===== config.mk =====
export PLATFORM = sky130hd
export DESIGN_NAME = oh_rrarb3_flat
export DESIGN_NICKNAME = d
export VERILOG_FILES = /design/src/rtl/oh_rrarb3_if.sv /design/src/rtl/oh_rrarb3.sv /design/src/flat_wrapper.sv
export SDC_FILE = /design/constraint.sdc
export NUM_CORES = 1
export LEC_CHECK = 0
export BUFFER_PORTS_ARGS = -buffer_cell sky130_fd_sc_hd__buf_2
export CORE_MARGIN = 3
export CORE_UTILIZATION = 45
export CTS_CLUSTER_SIZE = 8
export DETAILED_ROUTE_END_ITERATION = 6
export HOLD_SLACK_MARGIN = 0.12
export PLACE_DENSITY_LB_ADDON = 0.12
export SYNTH_ARGS = -nofsm -noshare
export SYNTH_HDL_FRONTEND = slang
export SYNTH_SLANG_ARGS = --single-unit

===== constraint.sdc =====
create_clock -name clk -period 2.1 [get_ports clk]
set_clock_uncertainty 0.15 [all_clocks]
set_input_delay 0.105 -clock clk [delete_from_list [all_inputs] [get_ports clk]]
set_output_delay 0.105 -clock clk [all_outputs]
set_load 0.01 [all_outputs]

===== src/rtl/oh_rrarb3_if.sv =====
// oh_rrarb3_if: request/lock inputs and registered grant outputs of the 3-way round-robin arbiter
interface oh_rrarb3_if;
    logic       en;
    logic [2:0] req;
    logic       lock;
    logic [2:0] grant;
    logic [1:0] grant_id;
    logic       valid;
    modport master (output en, req, lock, input grant, grant_id, valid);
    modport slave  (input en, req, lock, output grant, grant_id, valid);
endinterface


===== src/rtl/oh_rrarb3.sv =====
// oh_rrarb3: 3-requester round-robin arbiter with lockable, bounded-hold one-hot grant
module oh_rrarb3 #(
    parameter string PROP    = "DEFAULT",
    parameter int    HOLDMAX = 4
) (
    input logic        clk,
    input logic        reset,
    oh_rrarb3_if.slave arb
);
    if (HOLDMAX < 1 || HOLDMAX > 255) begin : g_bad_holdmax
        $error("oh_rrarb3 %s: HOLDMAX out of range 1..255", PROP);
    end
    logic [2:0] r_grant, w_grant;
    logic [1:0] r_id, w_id, r_ptr, w_ptr;
    logic [1:0] w_c0, w_c1, w_c2, w_idx;
    logic [7:0] r_holdcnt, w_holdcnt;
    logic       r_valid, w_hold, w_any;
    // search order ptr, ptr+1, ptr+2 (mod 3)
    always_comb begin
        w_c0      = r_ptr;
        w_c1      = (r_ptr == 2'd2) ? 2'd0 : r_ptr + 2'd1;
        w_c2      = (r_ptr == 2'd0) ? 2'd2 : r_ptr - 2'd1;
        w_any     = |arb.req;
        w_idx     = arb.req[w_c0] ? w_c0 : arb.req[w_c1] ? w_c1 : w_c2;
        w_hold    = arb.lock && |(r_grant & arb.req) && (r_holdcnt < 8'(HOLDMAX - 1));
        w_grant   = w_hold ? r_grant : w_any ? 3'b001 << w_idx : 3'b000;
        w_id      = w_hold ? r_id : w_any ? w_idx : 2'd0;
        w_ptr     = (w_hold || !w_any) ? r_ptr : (w_idx == 2'd2) ? 2'd0 : w_idx + 2'd1;
        w_holdcnt = w_hold ? r_holdcnt + 8'd1 : 8'd0;
    end
    always_ff @(posedge clk or posedge reset) begin
        if (reset) begin
            r_grant   <= 3'b000;
            r_id      <= 2'd0;
            r_valid   <= 1'b0;
            r_ptr     <= 2'd0;
            r_holdcnt <= 8'd0;
        end else if (arb.en) begin
            r_grant   <= w_grant;
            r_id      <= w_id;
            r_valid   <= |w_grant;
            r_ptr     <= w_ptr;
            r_holdcnt <= w_holdcnt;
        end
    end
    assign arb.grant    = r_grant;
    assign arb.grant_id = r_id;
    assign arb.valid    = r_valid;
endmodule


===== src/flat_wrapper.sv =====
// flat-port wrapper written by rule: the top's interface ports become plain ports
module oh_rrarb3_flat 
#(
    parameter string PROP    = "       ",
    parameter int    HOLDMAX = 4
)
  (clk, reset, arb_en, arb_req, arb_lock, arb_grant, arb_grant_id, arb_valid);
  oh_rrarb3_if arb_i ();
  input logic clk;
  input logic reset;
  input wire logic [$bits(arb_i.en)-1:0] arb_en;
  input wire logic [$bits(arb_i.req)-1:0] arb_req;
  input wire logic [$bits(arb_i.lock)-1:0] arb_lock;
  output wire logic [$bits(arb_i.grant)-1:0] arb_grant;
  output wire logic [$bits(arb_i.grant_id)-1:0] arb_grant_id;
  output wire logic [$bits(arb_i.valid)-1:0] arb_valid;
  assign arb_i.en = arb_en;
  assign arb_i.req = arb_req;
  assign arb_i.lock = arb_lock;
  assign arb_grant = arb_i.grant;
  assign arb_grant_id = arb_i.grant_id;
  assign arb_valid = arb_i.valid;
  oh_rrarb3 #(.PROP(PROP), .HOLDMAX(HOLDMAX)) u_core (.clk(clk), .reset(reset), .arb(arb_i));
endmodule

After elaboration in Yosys (flattened, before gate mapping)
Cells that the tools add are included.
{"block": "word_totals", "word_cells": 41, "rom_bits": 0, "latchBits": 0, "ramBits": 0, "regBits": 16, "mem_count": 0, "inputBits": 7}
{"block": "classes", "shift": 1, "div_mod_pow": 0, "magnitude_cmp": 3, "n_reduce_logical": 10, "add_sub_neg": 4, "n_bitwise": 3, "multipliers": 0, "eq_ne": 2, "mux": 13}
{"op": "$mux 2", "count": 6}
{"op": "$reduce_or 3->1", "count": 3}
{"op": "$add 8x1->8 const B", "count": 1}
{"op": "$lt 8x2->1 const B", "count": 1}
{"op": "$mux 8", "count": 1}
{"op": "$lt 2x3->1 const B", "count": 2}
{"op": "$mux 3", "count": 2}
{"op": "$add 2x1->2 const B", "count": 2}
{"op": "$bmux 1 s2", "count": 2}
{"op": "$eq 2x2->1 const B", "count": 2}
{"op": "$reduce_and 2->1", "count": 2}
{"op": "$and 3x3->3", "count": 1}
{"op": "$shl 1x2->3 const A", "count": 1}
{"op": "$logic_and 1x1->1", "count": 2}
{"op": "$logic_not 2->1", "count": 1}
{"op": "$mux 1", "count": 2}
{"op": "$not 1->1", "count": 2}
{"op": "$sub 2x1->2 const B", "count": 1}
{"op": "$logic_not 1->1", "count": 1}
{"op": "$logic_or 1x1->1", "count": 1}

Longest topological paths before layout
{"block": "depth", "depth_word": 10, "ltp_mapped": 7}

Worst setup path before layout
OpenSTA, ideal clock, no wires.
{"block": "synth_path", "kind": "register to register", "from": "register u_core.r_holdcnt[0]", "to": "register u_core.r_grant[2], in the netlist u_core.arb.grant[2]", "required_ps": 1829, "arrival_time_ps": 1756, "path_slack_ps": 73, "stages_incl_launch_ff": 7, "cell_sequence": "dfrtp_1 > ha_1 > or4_1 > o31a_4 > nand2b_4 > nor2_2 > a22o_1"}
{"block": "synth_via", "elab_chain_cells": 3}
{"element": "start: declaration", "line": "oh_rrarb3.sv:16", "source": "logic [7:0] r_holdcnt, w_holdcnt;"}
{"element": "start signal: assignment", "line": "oh_rrarb3.sv:43", "source": "r_holdcnt <= w_holdcnt;"}
{"element": "$lt 8x2->1", "line": "oh_rrarb3.sv:25", "source": "w_hold = arb.lock && |(r_grant & arb.req) && (r_holdcnt < 8'(HOLDMAX - 1));"}
{"element": "$logic_and 1x1->1", "line": "oh_rrarb3.sv:25"}
{"element": "$mux 3", "line": "oh_rrarb3.sv:26", "source": "w_grant = w_hold ? r_grant : w_any ? 3'b001 << w_idx : 3'b000;"}
{"element": "end signal: assignment", "line": "oh_rrarb3.sv:39", "source": "r_grant <= w_grant;"}
{"element": "end: declaration", "line": "oh_rrarb3.sv:13", "source": "logic [2:0] r_grant, w_grant;"}
Every way passes these cells.
A chain may end at the register's enable or synchronous reset.

Worst setup path in the final report
Ends and elaborated chain as after synthesis.

==> results_dict.tcl <==
set metrics [dict create \
    grt_pass1_vias 743 \
    slew_headroom_pct 60.5 \
    timing.rr.end "u_core.arb.grant[2]$_DFFE_PP0P_" \
    placed_area_um2 1060 \
    fmax_mhz 491 \
    rr_startpoint "u_core.r_holdcnt[0]$_DFFE_PP0P_" \
    power.share.clock_pct 15.6 \
    cap_violations 0 \
    cts.sinks 16 \
    dr.pass1.iters 4 \
    finalSetupViolCount 0 \
    tightest_slew_ns 0.592 \
    hold_path_class "in2reg" \
    fin_crit_ns 2.04 \
    grt-ovfl-total 0 \
    die_x_um 50.5 \
    syn_area_um2 890 \
    clockBufferDepth 2 \
    antenna_left 0 \
    drive_gt1_share_pct 38.1 \
    area_growth_pct 32.9 \
    timing.reg2reg.setup_slack_ns 0.06 \
    core-area_um2 1800 \
    drt-initial-drc-count 31 \
    place_congestion 0.816 \
    ys_ff_latch 16 \
    total_power_mw 1.32 \
    min-delay-start "arb_req[0]" \
    dieArea_um2 2550 \
    critical_path.startpoint_type "flop" \
    worst_r2r_path_depth 6 \
    hold_violations 0 \
    routed_wirelength_mm 1.97 \
    cts_tree "done" \
    hpwl_mm 1.47 \
    combPwrFrac_pct 52.4 \
    ir_drop_uv 726 \
    crit_type "reg2reg" \
    synth_nets 97 \
    io_buffers 12 \
    syn_area_per_cell_um2 10.3 \
    cp.arrival_ns 2.07 \
    die_y_um 50.5 \
    worst_ep_required_time_ns 2.14 \
    grt_pass1_wl_mm 3.33 \
    grt_max_degree 17 \
    design_area_um2 1180 \
    vias 775 \
    p_seq_share_pct 32.0 \
    post-route-period-util_pct 96.9 \
    cts_max_level 1 \
    drc_errors 0 \
    holdPathStages 4 \
    path_max_fanout 3 \
    p_int_mw 0.836 \
    track_usage_pct 17.3 \
    antenna_found_initial 0 \
    vias_per_cell 5.42 \
    post_drt_wl_per_cell_um 13.8 \
    start_util_pct 49.4 \
    p_leak_nw 0.576 \
    p_sw_mw 0.484 \
    drv_slew 0 \
    cts_root_buf "clkbuf_4" \
    numCtsBuffers 3 \
    nets 130 \
    p_per_area_nw_per_um2 1120 \
    rows 15 \
    ys_seq_area_share_pct 45.0 \
    hold_end "u_core.arb.valid$_DFFE_PP0P_" \
    syn_inst 86 \
    switching_share_pct 36.7 \
    io_pins 13 \
    synthDistinctLibCells 33 \
    diodes 0 \
    path_clk_slew_ns 0.10 \
    clock_latency_ns 0.29 \
    yosysWarnings 0 \
    outcome "complete, no violations" \
    crit_path_end_kind "flop" \
]
[synth_stat cells (all sizes together)]
master / n / area (um2)
a222oi: 1 / 10.0
a221o: 1 / 10.0
mux2i: 1 / 10.0
nand4: 2 / 12.5
nor2b: 1 / 6.26
nand2b: 4 / 32.5
a21oi: 3 / 15.0
a21o: 1 / 7.51
nand2: 6 / 22.5
o32ai: 1 / 8.76
nor4: 1 / 6.26
o22a: 1 / 8.76
o31a: 1 / 17.5
a21boi: 1 / 7.51
o41ai: 1 / 8.76
nor3: 1 / 5.00
nor2: 11 / 46.3
o21a: 1 / 7.51
inv: 6 / 22.5
o21ai: 3 / 15.0
mux2: 2 / 22.5
nand3: 4 / 20.0
xor2: 3 / 26.3
a22o: 4 / 35.0
o31ai: 1 / 21.3
o22ai: 1 / 6.26
dfrtp: 16 / 400
or4: 1 / 7.51
ha: 4 / 50.1
a31oi: 1 / 6.26
or4b: 1 / 13.8
[how the worst max path moves through the flow]
stage	from	endpoint	slack, ns	depth (start not counted)
4_1_cts	u_core.r_ptr[0]$_DFFE_PP0P_	u_core.arb.valid$_DFFE_PP0P_	0.004	7
6_report	u_core.r_holdcnt[0]$_DFFE_PP0P_	u_core.arb.grant[2]$_DFFE_PP0P_	0.06	6
5_1_grt	u_core.r_ptr[0]$_DFFE_PP0P_	u_core.arb.valid$_DFFE_PP0P_	-0.004	7
3_3_place_gp	u_core.r_ptr[0]$_DFFE_PP0P_	u_core.arb.valid$_DFFE_PP0P_	0.05	7
3_5_place_dp	u_core.r_ptr[0]$_DFFE_PP0P_	u_core.arb.valid$_DFFE_PP0P_	-0.02	7
2_1_floorplan	u_core.r_holdcnt[0]$_DFFE_PP0P_	u_core.arb.grant[2]$_DFFE_PP0P_	0.07	6
[layout by cell type (no fill, tap or decap), types with 2 or more instances in the layout]
master and instances:
nor2_1 9, nand3_1 4, buf_2 12, buf_4 13, nand2b_1 3, a22o_1 4
ha_1 2, o21ai_0 3, nor2_2 2, a21oi_1 2, dlygate4sd3_1 3, nand4_1 2
inv_2 2, dfrtp_1 16, nand2_1 6, mux2_2 2, xor2_1 3, inv_1 4
clkbuf_4 3
[state kept, by name, indices dropped and copies added, names as in the netlist]
register / cells
u_core.arb.grant: 3
u_core.arb.valid: 1
u_core.r_holdcnt: 8
u_core.arb.grant_id: 2
u_core.r_ptr: 2
[logic make-up after synthesis]
logic type | Yosys count | synth area share (%)
simple gates | 32 | 19.4
buf+inv | 6 | 2.53
flops | 16 | 45.0
fa+ha+maj | 4 | 5.63
mux | 3 | 3.66
compound gates | 22 | 20.8
xor+xnor | 3 | 2.95
[area by class of cell]
cell class | instances | area [um2]
inverters | 6 | 22.5
clock buffers | 4 | 36.3
fillers | 160 | 619
multi-input cells | 64 | 504
well taps | 25 | 31.3
repair buffers | 28 | 188
flip-flops and latches | 16 | 400
[power by group through the flow]
stage | Clock, mW | Combinational (mW) | Sequential [mW]
finish | 0.205 | 0.692 | 0.423
global route | 0.223 | 0.756 | 0.431
CTS | 0.209 | 0.589 | 0.423
detailed placement | 0 | 0.570 | 0.429
global placement | 0 | 0.562 | 0.427
floorplan | 0 | 0.327 | 0.455
[per-stage QoR]
step	std cells	worst slack [ns]	hold slack, ns	setup TNS [ns]	utilization [%]
floorplan	86	0.0727	-0.131	0	-
global placement	133	0.0536	0.0468	0	58.6
detailed placement	133	-0.0218	0.0489	-0.0218	58.6
CTS	140	0.00382	0.141	0	62.5
global route	143	-0.00380	0.206	-0.00380	65.6
finish	143	0.0646	0.148	0	65.6
[metal layers]
metal | vias up | wire, um | global-route usage [%]
li1 | 381 | - | -
met1 | 377 | 1000 | 25.0
met2 | 15 | 887 | 25.7
met3 | 2 | 67 | 2.97
met4 | 0 | 13 | 6.73
met5 | - | 0 | 0
[worst max-delay path: stages (launching register included)]
cell	delay, ns
dfrtp_1	0.39
ha_1	0.23
or4_1	0.51
o31a_4	0.33
nand2b_4	0.08
nor2_2	0.04
a22o_1	0.20
[timing repair]
item	CTS	global route
hold endpoints to repair	21	0
setup endpoints to repair	1	6
hold buffers	3	0
pin swaps	0	2
gates resized for setup	1	8
buffers inserted	0	3
(Power assumes the default switching activity.)
